File: src/rtl/iq_mixer_pkg.sv
// iq_mixer_pkg: shared lock-in sample width and iq_mixer FSM states
package iq_mixer_pkg;
  localparam int DEF_DATA_W = 16;
  typedef enum logic [1:0] {ST_IDLE, ST_MUL_I, ST_MUL_Q, ST_DONE} state_t;
endpackage

File: src/rtl/iq_mixer_serial_mult.sv
// iq_mixer_serial_mult: unsigned DATA_W x DATA_W shift-add multiplier, one partial product per cycle
module iq_mixer_serial_mult
  import iq_mixer_pkg::*;
#(
  parameter int DATA_W = DEF_DATA_W
) (
  input  logic                  clk,
  input  logic                  rst,
  input  logic                  start,
  input  logic [DATA_W-1:0]     a,
  input  logic [DATA_W-1:0]     b,
  output logic                  done,
  output logic [2*DATA_W-1:0]   product
);
  localparam int CNT_W = $clog2(DATA_W);
  logic [2*DATA_W-1:0] a_sh, acc;
  logic [DATA_W-1:0] b_sh;
  logic [CNT_W-1:0] cnt;
  logic run;
  // product and done look one add ahead so the caller can chain the next multiply without a gap
  assign product = acc + (b_sh[0] ? a_sh : '0);
  assign done = run && cnt == CNT_W'(DATA_W - 1);
  always_ff @(posedge clk) begin
    if (rst) begin
      a_sh <= '0;
      b_sh <= '0;
      acc  <= '0;
      cnt  <= '0;
      run  <= 1'b0;
    end else if (start) begin
      a_sh <= {{DATA_W{1'b0}}, a};
      b_sh <= b;
      acc  <= '0;
      cnt  <= '0;
      run  <= 1'b1;
    end else if (run) begin
      acc  <= product;
      a_sh <= a_sh << 1;
      b_sh <= b_sh >> 1;
      cnt  <= cnt + 1'b1;
      run  <= !done;
    end
  end
endmodule

File: src/rtl/iq_mixer.sv
// iq_mixer: I/Q lock-in mixer on one shared shift-add multiplier; IQ_MIXER_OVERRUN_EN adds a sticky overrun flag
module iq_mixer
  import iq_mixer_pkg::*;
#(
  parameter int DATA_W = DEF_DATA_W
) (
  input  logic                  clk,
  input  logic                  rst,
  input  logic                  in_valid,
  input  logic [DATA_W-1:0]     sample,
  input  logic [DATA_W-1:0]     ref_cos,
  input  logic [DATA_W-1:0]     ref_sin,
  output logic                  busy,
  output logic                  out_valid,
  output logic [2*DATA_W-1:0]   i_out,
  output logic [2*DATA_W-1:0]   q_out,
  output logic                  overrun
);
  localparam int PROD_W = 2 * DATA_W;
  state_t state;
  logic [DATA_W-1:0] s_abs, c_abs, n_abs, s_mag, sin_mag, a_op, b_op;
  logic [PROD_W-1:0] prod, i_mag;
  logic neg_i, neg_q, accept, start, done;
  assign s_abs = sample[DATA_W-1] ? -sample : sample;
  assign c_abs = ref_cos[DATA_W-1] ? -ref_cos : ref_cos;
  assign n_abs = ref_sin[DATA_W-1] ? -ref_sin : ref_sin;
  assign busy = state != ST_IDLE;
  assign accept = in_valid && (state == ST_IDLE || state == ST_DONE);
  // the Q multiply starts on the same edge the I result is captured
  assign start = accept || (state == ST_MUL_I && done);
  assign a_op = accept ? s_abs : s_mag;
  assign b_op = accept ? c_abs : sin_mag;
  iq_mixer_serial_mult #(.DATA_W(DATA_W)) u_mult (
    .clk     (clk),
    .rst     (rst),
    .start   (start),
    .a       (a_op),
    .b       (b_op),
    .done    (done),
    .product (prod)
  );
  always_ff @(posedge clk) begin
    if (rst) begin
      state     <= ST_IDLE;
      out_valid <= 1'b0;
      i_out     <= '0;
      q_out     <= '0;
      i_mag     <= '0;
      s_mag     <= '0;
      sin_mag   <= '0;
      neg_i     <= 1'b0;
      neg_q     <= 1'b0;
    end else begin
      out_valid <= 1'b0;
      if (accept) begin
        s_mag   <= s_abs;
        sin_mag <= n_abs;
        neg_i   <= sample[DATA_W-1] ^ ref_cos[DATA_W-1];
        neg_q   <= sample[DATA_W-1] ^ ref_sin[DATA_W-1];
        state   <= ST_MUL_I;
      end else if (state == ST_DONE) begin
        state <= ST_IDLE;
      end else if (done && state == ST_MUL_I) begin
        i_mag <= prod;
        state <= ST_MUL_Q;
      end else if (done && state == ST_MUL_Q) begin
        i_out     <= neg_i ? -i_mag : i_mag;
        q_out     <= neg_q ? -prod : prod;
        out_valid <= 1'b1;
        state     <= ST_DONE;
      end
    end
  end
`ifdef IQ_MIXER_OVERRUN_EN
  always_ff @(posedge clk)
    overrun <= rst ? 1'b0 : overrun || (in_valid && (state == ST_MUL_I || state == ST_MUL_Q));
`else
  assign overrun = 1'b0;
`endif
endmodule

File: config.mk
export PLATFORM = sky130hd
export DESIGN_NAME = iq_mixer
export DESIGN_NICKNAME = d
export VERILOG_FILES = /design/src/rtl/iq_mixer_pkg.sv /design/src/rtl/iq_mixer_serial_mult.sv /design/src/rtl/iq_mixer.sv
export SDC_FILE = /design/constraint.sdc
export NUM_CORES = 1
export LEC_CHECK = 0
export ABC_AREA = 1
export CORE_UTILIZATION = 38
export CTS_BUF_LIST = sky130_fd_sc_hd__clkbuf_4
export CTS_CLUSTER_DIAMETER = 60
export CTS_CLUSTER_SIZE = 25
export DETAILED_ROUTE_END_ITERATION = 10
export SETUP_SLACK_MARGIN = 0.15
export SYNTH_ARGS = -nofsm -noshare
export SYNTH_HDL_FRONTEND = slang
export SYNTH_SLANG_ARGS = --single-unit
File: constraint.sdc
create_clock -name clk -period 7.5 [get_ports clk]
set_clock_uncertainty 0.2 [all_clocks]
set_input_delay 0.75 -clock clk [delete_from_list [all_inputs] [get_ports clk]]
set_output_delay 0.75 -clock clk [all_outputs]
set_load 0.005 [all_outputs]
==> impl_metrics.json, run 1 <==
{
  "yosysSeqAreaShare_pct": 32.1,
  "setup.worst_path.start_class": "flop",
  "dr.first_iter.drc_count": 905,
  "cp-end-kind": "flop",
  "yosys_warnings": 0,
  "status": "complete, no violations",
  "clkTransAtPathRegs_ns": 0.16,
  "cts_max_level": 1,
  "synthArstFlopShare_pct": 0,
  "hp-start": "rst",
  "holdBufCountCts": 0,
  "tns_ns": 0,
  "grt_pass1_vias": 12200,
  "ios": 118,
  "p_leak_nw": 7.74,
  "cts_setup_buffers": 0,
  "crit_required_ns": 7.92,
  "netlist_area_um2": 13600,
  "layout_commonest_cell": "nand2_1",
  "ys.flop_type": "dfxtp_1",
  "ir_drop_v": 0.0000810,
  "min_period_ns": 4.15,
  "cts_resized": 0,
  "root_buffer": "clkbuf_4",
  "num_rows": 68,
  "timing.rr.start": "u_mult.b_sh[0]",
  "antenna_found_initial": 1,
  "numPortBuffers": 116,
  "vias": 13600,
  "seqPwrFrac_pct": 53.2,
  "final-setup-viol-count": 0,
  "place.detailed.hpwl_mm": 28.9,
  "worstMarginPinSlew_ns": 1.11,
  "dpl_cell_area_um2": 15100,
  "core_um2": 34900,
  "fin_nets": 2341,
  "min_path_type": "primary input to flop",
  "syn_to_final_growth_pct": 13.1,
  "clk_latency_ns": 0.72,
  "rsz0062_at_grt": "no",
  "grt_max_degree": 77,
  "slew_viol_final": 0,
  "arrival_ns": 4.57,
  "p_int_w": 0.00155,
  "path_class": "flop to flop",
  "first_pass_iters": 6,
  "gp_congestion": 0.883,
  "ant_nets": 0,
  "die_x_um": 191,
  "synthCells": 2186,
  "syn_nets": 2279,
  "syn_avg_cell_area_um2": 6.22,
  "ys_types": 53,
  "power_density_nw_per_um2": 150,
  "drc": 0,
  "final_hold_viol_count": 0,
  "grt_pass1_wl_mm": 61.9,
  "ys_ff_latch": 218,
  "grt_overflow": 0,
  "wirelength_mm": 37.9,
  "setup.worst_path.start": "u_mult.b_sh[0]",
  "period_share_pct": 55.3,
  "cts_inserted_buffers": 22,
  "vias_per_cell": 4.99,
  "synth-edff-count": 0,
  "layout_common_cells": "nand2_1 (594), inv_1 (345), dfxtp_1 (217)",
  "die_y_um": 191,
  "power.switching_w": 0.000756,
  "dieArea_um2": 36600,
  "comb_power_share_pct": 17.9,
  "cts_tree": "yes",
  "clkSinkCount": 218,
  "track_usage_pct": 20.7,
  "slew_headroom_pct": 25.8,
  "clockBufferDepth": 3,
  "drv_cap": 0,
  "switching_share_pct": 32.7,
  "final_area_um2": 15400,
  "clkPwrFrac_pct": 28.9,
  "start_util_pct": 39.0,
  "layout-drive-gt1-share_pct": 5.79,
  "wl_per_cell_um": 13.9,
  "critPathMaxFanout": 33,
  "max_freq_ghz": 0.241
}
## critical path, cell delays in order, from the launching register on
cell and delay [ns]:
dfxtp_1 1.08, nand2_1 0.14, inv_1 0.09, ha_1 0.24
fa_1 0.52, inv_1 0.11, ha_1 0.14, inv_1 0.04
nor2_1 0.10, nand3_1 0.10, nor2_1 0.14, nand2_1 0.08
nor2_2 0.16, nand2_2 0.13, nor2_1 0.22, nand2_1 0.08
nor2_1 0.11, nand3_1 0.08, nand3_1 0.07, nand3_1 0.08
nand2_1 0.09, inv_1 0.04
## registers in the layout, summed over array words and instances, names as in the netlist, 2 cells and up
name,cells
sin_mag,16
i_mag,32
u_mult.a_sh,32
q_out,32
u_mult.cnt,4
u_mult.b_sh,16
state,2
u_mult.acc,32
s_mag,16
i_out,32
## cells in the mapped netlist, types with 3 or more instances
library cell,instances,share of area [%]
nor2_2,17,0.78
a21oi_1,147,5.4
nand3_1,111,4.1
xnor2_1,5,0.32
clkinv_1,3,0.083
nor2_1,191,5.3
nand2_1,595,16
ha_1,41,3.8
o211ai_1,40,2.2
a31oi_1,16,0.74
o21ai_1,12,0.44
inv_1,346,9.5
buf_1,8,0.22
nor3_2,6,0.44
inv_2,11,0.30
o31ai_1,5,0.28
o21ai_0,163,6.0
o221a_2,3,0.25
dfxtp_1,218,32
buf_2,3,0.11
o22ai_1,3,0.14
xor2_1,35,2.3
o221ai_1,9,0.58
nor3_1,29,1.1
o21bai_1,5,0.28
nand3_2,6,0.44
clkbuf_1,73,2.0
nand3b_1,11,0.61
a211oi_1,4,0.22
nand2_2,28,1.3
nand4_1,14,0.64
buf_4,3,0.17
## area by class of cell
class	instances	area, µm²
Antenna cell	1	2.50
Tap cell	455	569
Fill cell	3694	19500
Clock inverter	13	128
Timing Repair Buffer	125	1220
Inverter	360	1350
Multi-Input combinational cell	1521	7560
Clock buffer	26	195
Sequential cell	218	4370
## kinds of logic (layout without fill, tap and decap cells)
group | after synthesis | after routing | share of synthesized area, %
and+or+nand+nor | 1017 | 1017 | 31.5
buffers and inverters | 447 | 524 | 12.4
AOI/OAI and AO/OA | 420 | 420 | 17.4
DFF | 218 | 218 | 32.1
adders and majority gates | 42 | 42 | 3.92
xor gates and xnor gates | 40 | 40 | 2.57
other | 1 | 2 | 0.0276
muxes | 1 | 1 | 0.0736
## power groups by stage
| stage | Clock, W | Sequential, W | Combinational [W] |
|---|---|---|---|
| final | 0.000668 | 0.00123 | 0.000415 |
| after floorplan | 0 | 0.00124 | 0.000293 |
| after CTS | 0.000697 | 0.00123 | 0.000413 |
| after detailed placement | 0 | 0.00125 | 0.000412 |
| after global placement | 0 | 0.00125 | 0.000407 |
| after global routing | 0.000733 | 0.00123 | 0.000463 |
## per-stage QoR
step | instances | hold WS, ns | utilization [%] | worst slack (ns) | power [W]
finish | 2719 | 0.183 | 44.1 | 3.35 | 0.00231
global route | 2719 | 0.167 | 44.1 | 2.84 | 0.00243
detailed placement | 2679 | 0.258 | 43.2 | 3.21 | 0.00166
CTS | 2718 | 0.128 | 44.1 | 3.35 | 0.00234
floorplan | 2186 | 0.241 | - | 4.27 | 0.00153
global placement | 2679 | 0.252 | 43.2 | 3.27 | 0.00166
## final timing paths
| path | slack, ns | to | depth (start not counted) |
|---|---|---|---|
| worst min-delay path | 0.18 | i_out[3] | 2 |
| worst max register to register | 3.35 | q_out[28] | 21 |
| worst max-delay path | 3.35 | q_out[28] | 21 |
| worst min register to register | 0.27 | u_mult.a_sh[31] | 2 |
## metal layers
layer / vias up / part of all wire [%] / global-route usage (%)
li1: 7087 / - / -
met1: 6173 / 51 / 30.2
met2: 279 / 43 / 32.6
met3: 42 / 4.4 / 2.06
met4: 0 / 1.8 / 4.58
met5: - / 0 / 0
Note: power is estimated with default switching activity, not from simulation.
==> run 2: changes to the inputs <==
==> constraint.sdc (replaced) <==
create_clock -name clk -period 3.4 [get_ports clk]
set_clock_uncertainty 0.2 [all_clocks]
set_input_delay 0.34 -clock clk [delete_from_list [all_inputs] [get_ports clk]]
set_output_delay 0.34 -clock clk [all_outputs]
set_load 0.005 [all_outputs]
==> impl_metrics.json, run 2 (synthesized netlist as in run 1, its figures left out) <==
{
  "status": "complete, no violations",
  "arrival_ns": 3.55,
  "grt_overflow": 0,
  "fin_nets": 2375,
  "dr.first_iter.drc_count": 972,
  "drc": 0,
  "cp-end-kind": "flop",
  "num_rows": 68,
  "dp_slack_ns": 0.122,
  "final-setup-viol-count": 0,
  "numPortBuffers": 116,
  "rsz0062_at_grt": "yes",
  "tns_ns": 0,
  "crit_required_ns": 3.79,
  "ir_drop_v": 0.000201,
  "vias_per_cell": 5.00,
  "min_path_type": "primary input to flop",
  "gp_congestion": 0.905,
  "max_freq_ghz": 0.316,
  "finalCoreUtilization_pct": 47.3,
  "worst_slack_ns": 0.236,
  "die_x_um": 191,
  "track_usage_pct": 21.2,
  "ant_nets": 0,
  "period_share_pct": 93.0,
  "path_class": "flop to flop",
  "cts_tree": "yes",
  "ios": 118,
  "layout_common_cells": "nand2_1 (561), inv_1 (337), dfxtp_1 (216)",
  "drv_cap": 0,
  "first_pass_iters": 6,
  "start_util_pct": 39.0,
  "place.detailed.hpwl_mm": 29.9,
  "cts_max_level": 1,
  "clockBufferDepth": 3,
  "grt_max_degree": 93,
  "layout-drive-gt1-share_pct": 12.0,
  "clk_latency_ns": 0.71,
  "clkTransAtPathRegs_ns": 0.17,
  "syn_to_final_growth_pct": 21.2,
  "core_um2": 34900,
  "critPathMaxFanout": 8,
  "p_leak_nw": 8.02,
  "setup.worst_path.start_class": "flop",
  "slew_headroom_pct": 36.8,
  "wirelength_mm": 40.1,
  "wl_per_cell_um": 14.5,
  "min_period_ns": 3.16,
  "grt_pass1_wl_mm": 63.0,
  "dieArea_um2": 36600,
  "power_density_nw_per_um2": 329,
  "clkSinkCount": 218,
  "antenna_found_initial": 1,
  "final_hold_viol_count": 0,
  "grt_pass1_vias": 12300,
  "layout_commonest_cell": "nand2_1",
  "slew_viol_final": 0,
  "root_buffer": "clkbuf_4",
  "vias": 13800,
  "cts_inserted_buffers": 23,
  "die_y_um": 191,
  "worstMarginPinSlew_ns": 0.948
}
==> run 2: changes by cell type in the layout (fill, tap and decap cells not counted), sizes merged <==
| cell | before | now |
|---|---|---|
| buf | 10 | 40 |
| inv | 360 | 365 |
| bufinv | 1 | 2 |
| clkbuf | 26 | 25 |
| clkinv | 11 | 10 |
| clkinvlp | 1 | 2 |
| dlygate4sd3 | 0 | 1 |
==> run 2: final cells by class <==
type                    count  area [µm²]
repair buffers            158        1560
diodes                      1        2.50
multi-input cells        1521        8250
fillers                  3661       18400
inverters                 360        1350
flip-flops and latches    218        4370
clock buffers              23         173
well taps                 455         569
clock inverters            19         224
==> run 2: repair_timing <==
item | CTS | global route
endpoints found under the setup margin | 6 | 23
pin swaps | 0 | 22
buffers inserted | 0 | 9
hold endpoints to repair | 12 | 0
hold buffers | 1 | 0
cloned | 0 | 2
gates resized for setup | 4 | 159
==> run 2: per-stage QoR <==
stage,total power (W),std cells,cell area (µm²),hold slack [ns]
final,0.00542,2755,16500,0.110
after global routing,0.00573,2755,16500,0.0733
after CTS,0.00536,2743,15700,0.0579
after detailed placement,0.00370,2700,15300,0.258
after global placement,0.00369,2700,15300,0.255
after floorplan,0.00338,2186,13600,0.241
==> run 2: where the power goes <==
part / switching (W) / leakage (nW) / internal (W)
clock network: 0.00107 / 0.208 / 0.000576
registers: 0.0000557 / 1.77 / 0.00264
logic: 0.000688 / 6.04 / 0.000389
total: 0.00181 / 8.02 / 0.00361
==> run 2: critical path, cell delays in order (launching register included) <==
cell and delay, ns:
dfxtp_4 0.47, buf_12 0.14, nand2_1 0.06, inv_2 0.07, fa_2 0.47, inv_2 0.10, ha_4 0.13, inv_2 0.04
nor2_4 0.07, nand3_2 0.09, nor2_4 0.14, nand2_2 0.07, nor2_4 0.15, nand2_4 0.10, nor3_4 0.26, nand3_2 0.13
nand2_2 0.09, nand2_1 0.06, nand2_1 0.05, nand3_1 0.06, nand2_1 0.08, inv_1 0.03
==> run 2: path summary, 6_finish.rpt <==
path / startpoint / endpoint / slack [ns] / cells past startpoint
worst max register to register: u_mult.b_sh[0] / q_out[30] / 0.24 / 21
worst max-delay path: u_mult.b_sh[0] / q_out[30] / 0.24 / 21
worst min-delay path: ref_sin[0] / sin_mag[0] / 0.11 / 3
worst min register to register: u_mult.b_sh[15] / u_mult.b_sh[15] / 0.28 / 2
==> run 2: layer usage <==
metal / wire [µm] / part of all wire [%] / vias to the layer above / track usage [%]
met4: 460 / 1.1 / 0 / 3.82
met5: 0 / 0 / - / 0
li1: - / - / 7130 / -
met1: 20100 / 50 / 6314 / 31.6
met3: 1910 / 4.8 / 31 / 2.35
met2: 17600 / 44 / 300 / 32.9
==> run 3: changes to the inputs <==
--- a/config.mk
+++ b/config.mk
@@ -11,6 +11,9 @@
 export CTS_CLUSTER_DIAMETER = 60
 export CTS_CLUSTER_SIZE = 25
 export DETAILED_ROUTE_END_ITERATION = 10
+export DONT_BUFFER_PORTS = 1
+export MAX_ROUTING_LAYER = met4
+export PLACE_DENSITY = 0.52
 export SETUP_SLACK_MARGIN = 0.15
 export SYNTH_ARGS = -nofsm -noshare
 export SYNTH_HDL_FRONTEND = slang
==> impl_metrics.json, run 3 (synthesized netlist as in run 1, its figures left out) <==
{
  "dpl_cell_area_um2": 14100,
  "die_x_um": 191,
  "r2r-end": "u_mult.a_sh[15]",
  "cts_max_level": 1,
  "clk_latency_ns": 0.75,
  "finalCoreUtilization_pct": 46.9,
  "cts_inserted_buffers": 25,
  "grt_pass1_wl_mm": 67.0,
  "layout-drive-gt1-share_pct": 12.6,
  "grt_max_degree": 93,
  "place.detailed.hpwl_mm": 30.4,
  "rsz0062_at_grt": "yes",
  "ir_drop_v": 0.000228,
  "tns_ns": 0,
  "die_y_um": 191,
  "hp-start": "ref_cos[7]",
  "max_freq_ghz": 0.318,
  "rrSetupSlack_ns": 0.26,
  "wirelength_mm": 42.2,
  "p_leak_nw": 8.03,
  "whs_endpoint": "u_mult.b_sh[10]",
  "gp_congestion": 0.914,
  "cp-end-kind": "flop",
  "grt_overflow": 0,
  "ant_nets": 0,
  "dieArea_um2": 36600,
  "cts_tree": "yes",
  "final_area_um2": 16300,
  "final_hold_viol_count": 0,
  "numPortBuffers": 0,
  "root_buffer": "clkbuf_4",
  "clkSinkCount": 218,
  "instances_no_fill": 2750,
  "start_util_pct": 39.0,
  "power_density_nw_per_um2": 337,
  "period_share_pct": 92.5,
  "drc": 0,
  "timing.rr.start": "state[1]",
  "nFillCells": 3740,
  "first_pass_iters": 5,
  "vias": 13900,
  "worstMarginPinSlew_ns": 0.957,
  "core_um2": 34900,
  "grt_pass1_vias": 12600,
  "status": "complete, no violations",
  "antenna_found_initial": 2,
  "layout_common_cells": "nand2_1 (557), inv_1 (338), dfxtp_1 (213)",
  "min_path_cells": 7,
  "min_period_ns": 3.14,
  "drv_cap": 0,
  "min_path_type": "primary input to flop",
  "clkTransAtPathRegs_ns": 0.14,
  "setup.worst_path.start_class": "flop",
  "slew_headroom_pct": 36.2,
  "arrival_ns": 3.60,
  "wl_per_cell_um": 15.4,
  "placed_cells_incl_taps": 2584,
  "reg2reg_depth": 12,
  "vias_per_cell": 5.04,
  "critPathMaxFanout": 47,
  "num_rows": 68,
  "ios": 118,
  "clockBufferDepth": 3,
  "track_usage_pct": 23.5,
  "layout_commonest_cell": "nand2_1",
  "dr.first_iter.drc_count": 781,
  "fin_nets": 2367,
  "crit_required_ns": 3.85,
  "slew_viol_final": 0,
  "syn_to_final_growth_pct": 20.2,
  "path_class": "flop to flop",
  "final-setup-viol-count": 0
}
run 3: layout make-up:
| class | instances | area, µm² | area share (%) |
|---|---|---|---|
| clock inverter | 20 | 211 | 1.29 |
| tap | 455 | 569 | 3.48 |
| multi-input combinational | 1521 | 8170 | 50.0 |
| clock buffer | 26 | 195 | 1.19 |
| antenna | 2 | 5.00 | 0.0306 |
| timing repair buffer | 148 | 1470 | 8.99 |
| sequential | 218 | 4370 | 26.7 |
| inverter | 360 | 1350 | 8.27 |
run 3: report_power, final:
| part | total [W] | internal [W] | switching [W] |
|---|---|---|---|
| Combinational | 0.00114 | 0.000432 | 0.000704 |
| Clock | 0.00168 | 0.000597 | 0.00108 |
| Sequential | 0.00270 | 0.00264 | 0.0000532 |
run 3: critical path: stages (launching register included):
cell and delay, ns:
dfxtp_2 0.37, inv_1 0.07, ha_1 0.31, nor2_4 0.15, inv_1 0.08, buf_12 0.18, nor4_2 0.22, dlygate4sd3_1 0.57
a22oi_1 0.06, nor2_1 0.09, dlygate4sd3_1 0.57, nand2_1 0.08, o21ai_0 0.07
run 3: how the worst max path moves through the flow:
stage / start / depth (start not counted) / end
detailed placement: u_mult.b_sh[0] / 21 / q_out[25]
global placement: u_mult.b_sh[0] / 21 / q_out[25]
CTS: state[0] / 12 / u_mult.a_sh[15]
global route: u_mult.b_sh[0] / 20 / q_out[25]
floorplan: u_mult.b_sh[0] / 23 / q_out[30]
finish: state[1] / 12 / u_mult.a_sh[15]
run 3: what timing repair did:
action                                  4_1_cts  5_1_grt
cloned                                        0        2
setup buffers                                 0       10
pin swaps                                     0       27
hold buffers                                106        0
hold endpoints to repair                    161        0
endpoints found under the setup margin        5       28
gates resized for setup                       2      159
run 3: per-stage QoR:
step                      setup slack [ns]  total power, W  hold slack [ns]
after floorplan                      0.172         0.00338            0.241
after global placement               0.162         0.00362            0.225
after detailed placement             0.119         0.00362            0.226
after CTS                            0.162         0.00548          0.00230
after global routing                0.0602         0.00585           0.0546
final                                0.256         0.00552           0.0665
run 3: metal layers:
layer | wire length [µm] | track usage [%] | up-vias
met5 | 0 | - | -
met4 | 618 | 4.30 | 0
met3 | 2450 | 2.86 | 49
met2 | 18100 | 35.1 | 310
met1 | 21000 | 33.8 | 6353
li1 | - | - | 7149
